$ cat src/rtl/i2c_reg_seq_if.sv
// Bundle between the register-access sequencer, its requester and the
// simple I2C byte master.
//
// Signals:
//   req_valid/req_ready/req_rw/req_dev/req_reg/req_wdata : request handshake
//   rsp_valid/rsp_rdata/rsp_err                          : completion report
//   i2c_write/i2c_cmd/i2c_data_in/i2c_clock_divisor      : commands to master
//   i2c_ready/i2c_done_tick/i2c_ack/i2c_data_out         : master status
//
// Modports:
//   master : the sequencer, which masters the command stream
//   slave  : the environment (requester plus I2C byte master)
interface i2c_reg_seq_if;
  logic        req_valid;
  logic        req_ready;
  logic        req_rw;
  logic [6:0]  req_dev;
  logic [7:0]  req_reg;
  logic [7:0]  req_wdata;
  logic        rsp_valid;
  logic [7:0]  rsp_rdata;
  logic [1:0]  rsp_err;
  logic        i2c_write;
  logic [2:0]  i2c_cmd;
  logic [7:0]  i2c_data_in;
  logic [15:0] i2c_clock_divisor;
  logic        i2c_ready;
  logic        i2c_done_tick;
  logic        i2c_ack;
  logic [7:0]  i2c_data_out;

  modport master (
    input  req_valid, req_rw, req_dev, req_reg, req_wdata,
    input  i2c_ready, i2c_done_tick, i2c_ack, i2c_data_out,
    output req_ready, rsp_valid, rsp_rdata, rsp_err,
    output i2c_write, i2c_cmd, i2c_data_in, i2c_clock_divisor
  );

  modport slave (
    output req_valid, req_rw, req_dev, req_reg, req_wdata,
    output i2c_ready, i2c_done_tick, i2c_ack, i2c_data_out,
    input  req_ready, rsp_valid, rsp_rdata, rsp_err,
    input  i2c_write, i2c_cmd, i2c_data_in, i2c_clock_divisor
  );
endinterface

$ cat src/rtl/i2c_reg_seq.sv
// Register-access transaction sequencer in front of the simple I2C master.
// Turns one request (single-byte register write or read) into the master's
// command stream and reports read data plus a status code.
//
// Ports:
//   clk      : system clock
//   reset_n  : synchronous, active-low reset
//   bus      : i2c_reg_seq_if.master (request, response and master command/status)
//
// rsp_err: 00 ok, 01 address NACK, 10 register/data NACK, 11 timeout.
module i2c_reg_seq #(
  parameter logic [15:0] CLK_DIV = 16'd120,
  parameter logic [19:0] TIMEOUT = 20'd1000000
) (
  input logic           clk,
  input logic           reset_n,
  i2c_reg_seq_if.master bus
);

  typedef enum logic [2:0] {IDLE, ISSUE, BUSY, WAIT, RESP} state_t;
  typedef enum logic [2:0] {
    ST_START, ST_ADDR_W, ST_REG, ST_WDATA, ST_RESTART, ST_ADDR_R, ST_READ, ST_STOP
  } step_t;

  state_t      state_q, state_d;
  step_t       step_q, step_d;
  logic [19:0] cnt_q;
  logic        ready_q;
  logic        rw_q;
  logic [6:0]  dev_q;
  logic [7:0]  reg_q;
  logic [7:0]  wdata_q;
  logic [2:0]  cmd_q;
  logic [7:0]  data_q;
  logic [7:0]  rdata_q;
  logic [1:0]  err_q;
  logic [2:0]  step_cmd;
  logic [7:0]  step_data;
  logic        data_step;
  logic        accept;
  logic        strobe;
  logic        step_done;
  logic        step_entry;
  logic        tmo;
  logic        nack_addr;
  logic        nack_data;

  // Command and byte belonging to the current step. Control steps keep the
  // previously sent byte so i2c_data_in never changes on their strobe.
  always_comb begin
    step_cmd  = 3'd4;
    step_data = data_q;
    case (step_q)
      ST_START:   step_cmd  = 3'd0;
      ST_ADDR_W:  step_data = {dev_q, 1'b0};
      ST_REG:     step_data = reg_q;
      ST_WDATA:   step_data = wdata_q;
      ST_RESTART: step_cmd  = 3'd1;
      ST_ADDR_R:  step_data = {dev_q, 1'b1};
      ST_READ: begin
        step_cmd  = 3'd3;
        step_data = 8'h01;          // NACK the single read byte
      end
      ST_STOP:    step_cmd  = 3'd2;
      default:    step_cmd  = 3'd2;
    endcase
  end

  assign data_step = (step_cmd == 3'd3) || (step_cmd == 3'd4);

  always_comb begin
    state_d   = state_q;
    step_d    = step_q;
    accept    = 1'b0;
    strobe    = 1'b0;
    step_done = 1'b0;
    tmo       = 1'b0;
    nack_addr = 1'b0;
    nack_data = 1'b0;
    case (state_q)
      IDLE: begin
        if (ready_q && bus.req_valid) begin
          accept  = 1'b1;
          state_d = ISSUE;
          step_d  = ST_START;
        end
      end
      ISSUE, BUSY, WAIT: begin
        // Timeout wins over anything else; master state is unknown, so no stop.
        if (cnt_q >= TIMEOUT - 20'd1) begin
          tmo     = 1'b1;
          state_d = RESP;
        end else if (state_q == ISSUE) begin
          if (bus.i2c_ready) begin
            strobe  = 1'b1;
            state_d = BUSY;
          end
        end else if (state_q == BUSY) begin
          if (!bus.i2c_ready) state_d = WAIT;
        end else begin
          step_done = data_step ? bus.i2c_done_tick : bus.i2c_ready;
        end
        if (step_done) begin
          state_d = ISSUE;
          case (step_q)
            ST_START:  step_d = ST_ADDR_W;
            ST_ADDR_W: begin
              nack_addr = bus.i2c_ack;
              step_d    = bus.i2c_ack ? ST_STOP : ST_REG;
            end
            ST_REG: begin
              nack_data = bus.i2c_ack;
              if (bus.i2c_ack) step_d = ST_STOP;
              else             step_d = rw_q ? ST_RESTART : ST_WDATA;
            end
            ST_WDATA: begin
              nack_data = bus.i2c_ack;
              step_d    = ST_STOP;
            end
            ST_RESTART: step_d = ST_ADDR_R;
            ST_ADDR_R: begin
              nack_addr = bus.i2c_ack;
              step_d    = bus.i2c_ack ? ST_STOP : ST_READ;
            end
            ST_READ:  step_d  = ST_STOP;  // ack here is the master's own NACK
            ST_STOP:  state_d = RESP;
            default:  state_d = RESP;
          endcase
        end
      end
      RESP:    state_d = IDLE;
      default: state_d = IDLE;
    endcase
  end

  assign step_entry = (state_d == ISSUE) && (state_q != ISSUE);

  always_ff @(posedge clk) begin
    if (!reset_n) begin
      state_q <= IDLE;
      step_q  <= ST_START;
      cnt_q   <= 20'd0;
      ready_q <= 1'b0;
      cmd_q   <= 3'd0;
      data_q  <= 8'd0;
      rdata_q <= 8'd0;
      err_q   <= 2'b00;
    end else begin
      state_q <= state_d;
      step_q  <= step_d;
      ready_q <= (state_d == IDLE);
      if (step_entry)
        cnt_q <= 20'd0;
      else if (state_q inside {ISSUE, BUSY, WAIT})
        cnt_q <= cnt_q + 20'd1;
      if (strobe) begin
        cmd_q  <= step_cmd;
        data_q <= step_data;
      end
      if (accept) begin
        rdata_q <= 8'd0;
        err_q   <= 2'b00;
      end
      if (tmo)            err_q <= 2'b11;
      else if (nack_addr) err_q <= 2'b01;
      else if (nack_data) err_q <= 2'b10;
      if (step_done && (step_q == ST_READ)) rdata_q <= bus.i2c_data_out;
    end
  end

  // Request fields are captured once; later changes on the bus are ignored.
  always_ff @(posedge clk) begin
    if (accept) begin
      rw_q    <= bus.req_rw;
      dev_q   <= bus.req_dev;
      reg_q   <= bus.req_reg;
      wdata_q <= bus.req_wdata;
    end
  end

  assign bus.req_ready         = ready_q;
  assign bus.rsp_valid         = (state_q == RESP);
  assign bus.rsp_rdata         = rdata_q;
  assign bus.rsp_err           = err_q;
  assign bus.i2c_write         = strobe;
  assign bus.i2c_cmd           = strobe ? step_cmd  : cmd_q;
  assign bus.i2c_data_in       = strobe ? step_data : data_q;
  assign bus.i2c_clock_divisor = CLK_DIV;

endmodule

$ cat src/flat_wrapper.sv
// flat-port wrapper written by rule: the top's interface ports become plain ports
module i2c_reg_seq_flat 
#(
  parameter logic [15:0] CLK_DIV = 16'd120,
  parameter logic [19:0] TIMEOUT = 20'd1000000
)
  (clk, reset_n, bus_req_valid, bus_req_rw, bus_req_dev, bus_req_reg, bus_req_wdata, bus_i2c_ready, bus_i2c_done_tick, bus_i2c_ack, bus_i2c_data_out, bus_req_ready, bus_rsp_valid, bus_rsp_rdata, bus_rsp_err, bus_i2c_write, bus_i2c_cmd, bus_i2c_data_in, bus_i2c_clock_divisor);
  i2c_reg_seq_if bus_i ();
  input logic clk;
  input logic reset_n;
  input wire logic [$bits(bus_i.req_valid)-1:0] bus_req_valid;
  input wire logic [$bits(bus_i.req_rw)-1:0] bus_req_rw;
  input wire logic [$bits(bus_i.req_dev)-1:0] bus_req_dev;
  input wire logic [$bits(bus_i.req_reg)-1:0] bus_req_reg;
  input wire logic [$bits(bus_i.req_wdata)-1:0] bus_req_wdata;
  input wire logic [$bits(bus_i.i2c_ready)-1:0] bus_i2c_ready;
  input wire logic [$bits(bus_i.i2c_done_tick)-1:0] bus_i2c_done_tick;
  input wire logic [$bits(bus_i.i2c_ack)-1:0] bus_i2c_ack;
  input wire logic [$bits(bus_i.i2c_data_out)-1:0] bus_i2c_data_out;
  output wire logic [$bits(bus_i.req_ready)-1:0] bus_req_ready;
  output wire logic [$bits(bus_i.rsp_valid)-1:0] bus_rsp_valid;
  output wire logic [$bits(bus_i.rsp_rdata)-1:0] bus_rsp_rdata;
  output wire logic [$bits(bus_i.rsp_err)-1:0] bus_rsp_err;
  output wire logic [$bits(bus_i.i2c_write)-1:0] bus_i2c_write;
  output wire logic [$bits(bus_i.i2c_cmd)-1:0] bus_i2c_cmd;
  output wire logic [$bits(bus_i.i2c_data_in)-1:0] bus_i2c_data_in;
  output wire logic [$bits(bus_i.i2c_clock_divisor)-1:0] bus_i2c_clock_divisor;
  assign bus_i.req_valid = bus_req_valid;
  assign bus_i.req_rw = bus_req_rw;
  assign bus_i.req_dev = bus_req_dev;
  assign bus_i.req_reg = bus_req_reg;
  assign bus_i.req_wdata = bus_req_wdata;
  assign bus_i.i2c_ready = bus_i2c_ready;
  assign bus_i.i2c_done_tick = bus_i2c_done_tick;
  assign bus_i.i2c_ack = bus_i2c_ack;
  assign bus_i.i2c_data_out = bus_i2c_data_out;
  assign bus_req_ready = bus_i.req_ready;
  assign bus_rsp_valid = bus_i.rsp_valid;
  assign bus_rsp_rdata = bus_i.rsp_rdata;
  assign bus_rsp_err = bus_i.rsp_err;
  assign bus_i2c_write = bus_i.i2c_write;
  assign bus_i2c_cmd = bus_i.i2c_cmd;
  assign bus_i2c_data_in = bus_i.i2c_data_in;
  assign bus_i2c_clock_divisor = bus_i.i2c_clock_divisor;
  i2c_reg_seq #(.CLK_DIV(CLK_DIV), .TIMEOUT(TIMEOUT)) u_core (.clk(clk), .reset_n(reset_n), .bus(bus_i));
endmodule
$ cat config.mk
export PLATFORM = sky130hd
export DESIGN_NAME = i2c_reg_seq_flat
export DESIGN_NICKNAME = d
export VERILOG_FILES = /design/src/rtl/i2c_reg_seq_if.sv /design/src/rtl/i2c_reg_seq.sv /design/src/flat_wrapper.sv
export SDC_FILE = /design/constraint.sdc
export NUM_CORES = 1
export LEC_CHECK = 0
export BUFFER_PORTS_ARGS = -buffer_cell sky130_fd_sc_hd__clkbuf_2
export CORE_ASPECT_RATIO = 0.7
export CORE_MARGIN = 3
export CORE_UTILIZATION = 41
export DETAILED_ROUTE_END_ITERATION = 8
export PLACE_DENSITY_LB_ADDON = 0.1
export SYNTH_ARGS = -nofsm -noshare
export SYNTH_HDL_FRONTEND = slang
export SYNTH_SLANG_ARGS = --single-unit
$ cat constraint.sdc
create_clock -name clk -period 4.2 [get_ports clk]
set_clock_uncertainty 0.2 [all_clocks]
set_input_delay 0.42 -clock clk [delete_from_list [all_inputs] [get_ports clk]]
set_output_delay 0.42 -clock clk [all_outputs]
set_load 0.05 [all_outputs]
==> results.sh, run 1 <==
export IMPL_synthCells=325
export IMPL_start_util_pct=43.7
export IMPL_worst_hold_path_type="in -> reg"
export IMPL_powerDensity_nw_per_um2=423
export IMPL_hold_violations=0
export IMPL_worstMarginPinSlew_ps=1050
export IMPL_rsz0062_at_grt="no"
export IMPL_clkSlewWorstSetupHoldPaths_ps=60
export IMPL_synth_area_leader_cell="dfxtp_1"
export IMPL_status="finished clean"
export IMPL_cts_made_buffers=9
export IMPL_ys_ff_latch=72
export IMPL_h_tree_depth=3
export IMPL_post_cts_resize_count=0
export IMPL_required_ps=3580
export IMPL_root_buffer="clkbuf_16"
export IMPL_drt_met1_wl_um=3790
export IMPL_grt_overflow_total=0
export IMPL_drive_gt1_share_pct=24.1
export IMPL_clock_path_buffers=2
export IMPL_areaGrowthSynthToFinish_pct=18.7
export IMPL_die_h_um=81.2
export IMPL_fin_crit_sh_pct=82.2
export IMPL_synth_area_per_cell_um2=10.2
export IMPL_cp_data_arrival_time_ps=2830
export IMPL_grt_pass1_wl_um=11500
export IMPL_power_mw=1.66
export IMPL_max_slew_margin_pct=29.3
export IMPL_dp_hpwl_um=5120
export IMPL_yosysMostFrequentCell="dfxtp_1"
export IMPL_crit_fanout=16
export IMPL_dieArea_um2=9210
export IMPL_grt_max_degree=26
export IMPL_post_cts_buffers=0
export IMPL_drv_cap=0
export IMPL_grt_usage_pct=16.0
export IMPL_via_count=2500
export IMPL_async_flop_share_pct=0
export IMPL_fin_nets=424
export IMPL_period_needed_ps=3450
export IMPL_grt_antenna_before_repair=0
export IMPL_synth_distinct_cells=52
export IMPL_antenna_cells=0
export IMPL_synth_edf_count=24
export IMPL_drc_errors=0
export IMPL_endpoint_kind="output pin"
export IMPL_drt_pass1_iter_count=4
export IMPL_setup_viol=0
export IMPL_ys_seq_area_share_pct=50.8
export IMPL_fin_setup_tns_ps=0
export IMPL_ir_worst_vdd_uv=227
export IMPL_cp_start_kind="flip-flop"
export IMPL_place_congestion=0.884
export IMPL_drt_initial_drc_count=170
export IMPL_rows=26
export IMPL_vias_per_cell=5.12
export IMPL_synth_ff_type="dfxtp_1"
export IMPL_met3WireLength_um=470
export IMPL_fmax_mhz=290
export IMPL_syn_area_um2=3310
export IMPL_synth_yosys_warnings=0
export IMPL_avgRoutedWirePerCell_um=14.7
export IMPL_core_um2=7580
export IMPL_clkSinkCount=72
export IMPL_die_w_um=113
export IMPL_synth_top_area_share_pct=29.0
export IMPL_synth_commonest_cells="dfxtp_1 (48), nor2_1 (31), nand2_1 (26)"
export IMPL_pin_count=78
export IMPL_clock_latency_ps=320
export IMPL_grt_pass1_vias=2276
export IMPL_p_leak_nw=1.58
export IMPL_slew_viol_final=0
export IMPL_cts_tree="yes"
export IMPL_wirelength_um=7180
export IMPL_synth_area_leaders="dfxtp_1 (29%), edfxtp_1 (22%), buf_4 (3.9%), xor2_1 (3.7%), nor2_1 (3.5%)"
export IMPL_cts_hold_buffers=0
export IMPL_critPathKind="reg -> out"
export IMPL_ant_nets=0
export IMPL_wl_met2_um=2880
export IMPL_io_buffer_count=61
export IMPL_dr_max_layer_used="met4"
## worst paths after layout
path                           start                       to  slack [ps]  depth (start not counted)
max                  u_core.cnt_q[8]       bus_i2c_data_in[2]         750                          6
min                 bus_req_wdata[6]        u_core.wdata_q[6]          70                          1
max reg2reg          u_core.cnt_q[8]         u_core.step_q[0]        1210                          5
min reg2reg  u_core.bus.rsp_rdata[3]  u_core.bus.rsp_rdata[3]         280                          2
## logic make-up (layout without fill, tap and decap cells)
group / Yosys count / in the layout / share of synthesized area [%]
AND/OR/NAND/NOR: 113 / 113 / 17.7
flip-flops: 72 / 72 / 50.8
AO/OA/AOI/OAI: 64 / 64 / 13.4
buffers and inverters: 36 / 87 / 6.72
XOR/XNOR: 20 / 20 / 5.29
multiplexers: 17 / 17 / 5.44
other: 2 / 16 / 0.227
adder cells (fa/ha/maj): 1 / 1 / 0.378
## critical path: stages, from the launching register on
cell and delay (ps):
dfxtp_1 360, or4_1 570, a211oi_2 300, o211ai_2 200
nor3_4 610, a21oi_1 180, clkbuf_2 280
## layer usage
metal | global-route usage, % | vias up
met2 | 21.7 | 90
met1 | 24.6 | 1140
met3 | 4.10 | 4
met4 | 4.68 | 0
met5 | 0 | -
li1 | - | 1266
## metrics by stage
stage               cell area [µm²]  worst slack (ps)  hold WS [ps]  utilization, %  instances
finish                         3930               747          69.6            51.9        488
detailed placement             3610              1090           266            47.6        472
global placement               3610              1140           255            47.6        472
global route                   3930               555          54.4            51.9        488
floorplan                      3360              1070           244               -        339
CTS                            3930               734          59.8            51.9        488
## layout by cell type, fill, tap and decap left out, drive strengths merged, types with 4 or more instances in the layout
cell / count
clkbuf: 70
dfxtp: 48
nor2: 31
nand2: 26
edfxtp: 24
a21oi: 21
nand3: 19
conb: 16
xor2: 14
a211oi: 10
mux2i: 9
mux2: 8
inv: 8
a22oi: 7
xnor2: 6
nand4: 6
o21ai: 6
and3: 5
and4: 4
o21a: 4
and2: 4
a31oi: 4
## where the power goes
group	switching (mW)	internal, mW	leakage [nW]	total (mW)
Combinational	0.0840	0.0283	0.824	0.112
Sequential	0.00744	0.736	0.609	0.744
Clock	0.288	0.519	0.148	0.807
Total	0.379	1.28	1.58	1.66
## layout make-up
class,instances,area [µm²]
Tap cell,98,123
Inverter,9,33.8
Multi-Input combinational cell,231,1460
Sequential cell,72,1680
Clock inverter,7,96.3
Clock buffer,9,225
Timing Repair Buffer,62,313
Fill cell,713,3650
## registers in the layout (all words and copies together), names as in the netlist
signal / cells
u_core.dev_q: 7
u_core.rw_q: 1
u_core.cnt_q: 20
u_core.state_q: 3
u_core.bus.rsp_err: 2
u_core.step_q: 3
u_core.wdata_q: 8
u_core.bus.rsp_rdata: 8
u_core.reg_q: 8
u_core.cmd_q: 3
u_core.bus.req_ready: 1
u_core.data_q: 8
Note: power is estimated with default switching activity, not from simulation.
==> run 2: changes to the inputs <==
==> constraint.sdc (replaced) <==
create_clock -name clk -period 3.4 [get_ports clk]
set_clock_uncertainty 0.2 [all_clocks]
set_input_delay 0.34 -clock clk [delete_from_list [all_inputs] [get_ports clk]]
set_output_delay 0.34 -clock clk [all_outputs]
set_load 0.05 [all_outputs]
==> results.sh, run 2 (synthesized netlist as in run 1, its figures left out) <==
export IMPL_status="finished clean"
export IMPL_clock_path_buffers=2
export IMPL_grt_pass1_vias=2414
export IMPL_antenna_cells=0
export IMPL_fin_nets=455
export IMPL_worstHoldPathCells=3
export IMPL_clkSlewWorstSetupHoldPaths_ps=50
export IMPL_rsz0062_at_grt="no"
export IMPL_cts_made_buffers=9
export IMPL_die_h_um=81.2
export IMPL_endpoint_kind="output pin"
export IMPL_final_common_cell="clkbuf_2"
export IMPL_reg2reg_depth=5
export IMPL_critPathKind="reg -> out"
export IMPL_drt_pass1_iter_count=4
export IMPL_fmax_mhz=314
export IMPL_drv_cap=0
export IMPL_largest_reg_flops=20
export IMPL_start_util_pct=43.7
export IMPL_clock_latency_ps=330
export IMPL_crit_fanout=12
export IMPL_h_tree_depth=3
export IMPL_place_congestion=0.848
export IMPL_clkSinkCount=72
export IMPL_slew_viol_final=0
export IMPL_drt_initial_drc_count=126
export IMPL_drive_gt1_share_pct=24.0
export IMPL_rows=26
export IMPL_powerDensity_nw_per_um2=506
export IMPL_cts_tree="yes"
export IMPL_post_place_ws_ps=563
export IMPL_drc_errors=0
export IMPL_fin_ws_ps=212
export IMPL_worst_hold_path_type="in -> reg"
export IMPL_final_cell_mix="clkbuf_2 (61), dfxtp_1 (48), nor2_1 (31)"
export IMPL_via_count=2616
export IMPL_required_ps=2860
export IMPL_worstMarginPinSlew_ps=653
export IMPL_filler_cell_count=686
export IMPL_vias_per_cell=5.04
export IMPL_dp_hpwl_um=5070
export IMPL_grt_antenna_before_repair=0
export IMPL_avgRoutedWirePerCell_um=14.2
export IMPL_pin_count=78
export IMPL_setup_viol=0
export IMPL_max_slew_margin_pct=56.4
export IMPL_root_buffer="clkbuf_16"
export IMPL_period_needed_ps=3190
export IMPL_io_buffer_count=61
export IMPL_ant_nets=0
export IMPL_grt_usage_pct=16.7
export IMPL_fin_setup_tns_ps=0
export IMPL_wirelength_um=7390
export IMPL_ir_worst_vdd_uv=315
export IMPL_areaGrowthSynthToFinish_pct=28.3
export IMPL_cp_start_kind="flip-flop"
export IMPL_hold_violations=0
export IMPL_grt_max_degree=26
export IMPL_dieArea_um2=9210
export IMPL_grt_overflow_total=0
export IMPL_core_um2=7580
export IMPL_p_leak_nw=1.74
export IMPL_fin_crit_sh_pct=93.8
export IMPL_regMostFlops="u_core.cnt_q"
export IMPL_cp_data_arrival_time_ps=2650
export IMPL_grt_pass1_wl_um=12000
export IMPL_die_w_um=113
[run 2: cell types whose count changed in the layout (fill, tap and decap cells not counted), sizes merged]
cell,previous run,this run
clkinv,3,4
clkinvlp,3,1
dlygate4sd3,0,24
bufinv,2,3
buf,1,8
[run 2: metrics by stage]
step / std cells / utilization (%) / hold WS, ps / total power [mW] / instance area (µm²)
after detailed placement: 479 / 48.3 / 269 / 1.08 / 3660
after global placement: 479 / 48.3 / 258 / 1.08 / 3660
after CTS: 519 / 56.1 / 26.9 / 2.18 / 4250
final: 519 / 56.1 / 40.8 / 2.15 / 4250
after floorplan: 339 / - / 239 / 1.05 / 3360
after global routing: 519 / 56.1 / 33.7 / 2.24 / 4250
[run 2: power breakdown]
part,switching (mW),total [mW],internal [mW]
sequential,0.00906,0.919,0.910
clock,0.353,1.07,0.717
combinational,0.108,0.163,0.0550
total,0.470,2.15,1.68
[run 2: routing by layer]
metal	wire (µm)	up-vias	track usage [%]	share of wire, %
li1	-	1328	-	-
met1	3780	1196	24.6	51
met2	3110	88	23.0	42
met3	468	4	5.21	6.3
met4	31	0	5.88	0.42
met5	0	-	0	0
[run 2: worst max-delay path, cell delays in order, from the launching register on]
cell and delay [ps]:
dfxtp_1 360, or4_1 550, a211oi_2 310, o211ai_2 200
inv_2 270, a21oi_1 120, a21oi_1 200, clkbuf_2 310
[run 2: path summary, 6_finish.rpt]
check                                        startpoint                       to  slack [ps]
worst min-delay path                bus_i2c_data_out[0]  u_core.bus.rsp_rdata[0]          40
worst min register to register  u_core.bus.rsp_rdata[4]  u_core.bus.rsp_rdata[4]         270
worst max-delay path                    u_core.cnt_q[8]       bus_i2c_data_in[2]         210
worst max register to register         u_core.step_q[0]  u_core.bus.rsp_rdata[1]         740
[run 2: what timing repair did]
item / CTS / global route
hold endpoints to repair: 24 / 0
buffers inserted: 0 / 0
gates resized for setup: 0 / 0
setup endpoints to repair: 0 / 0
hold buffers: 24 / 0
[run 2: layout make-up]
cell class	count	area (µm²)	share of cell area (%)
inverters	9	33.8	0.795
multi-input cells	231	1460	34.4
clock buffers	9	225	5.30
flip-flops and latches	72	1680	39.6
well taps	98	123	2.89
repair buffers	93	606	14.3
clock inverters	7	120	2.83
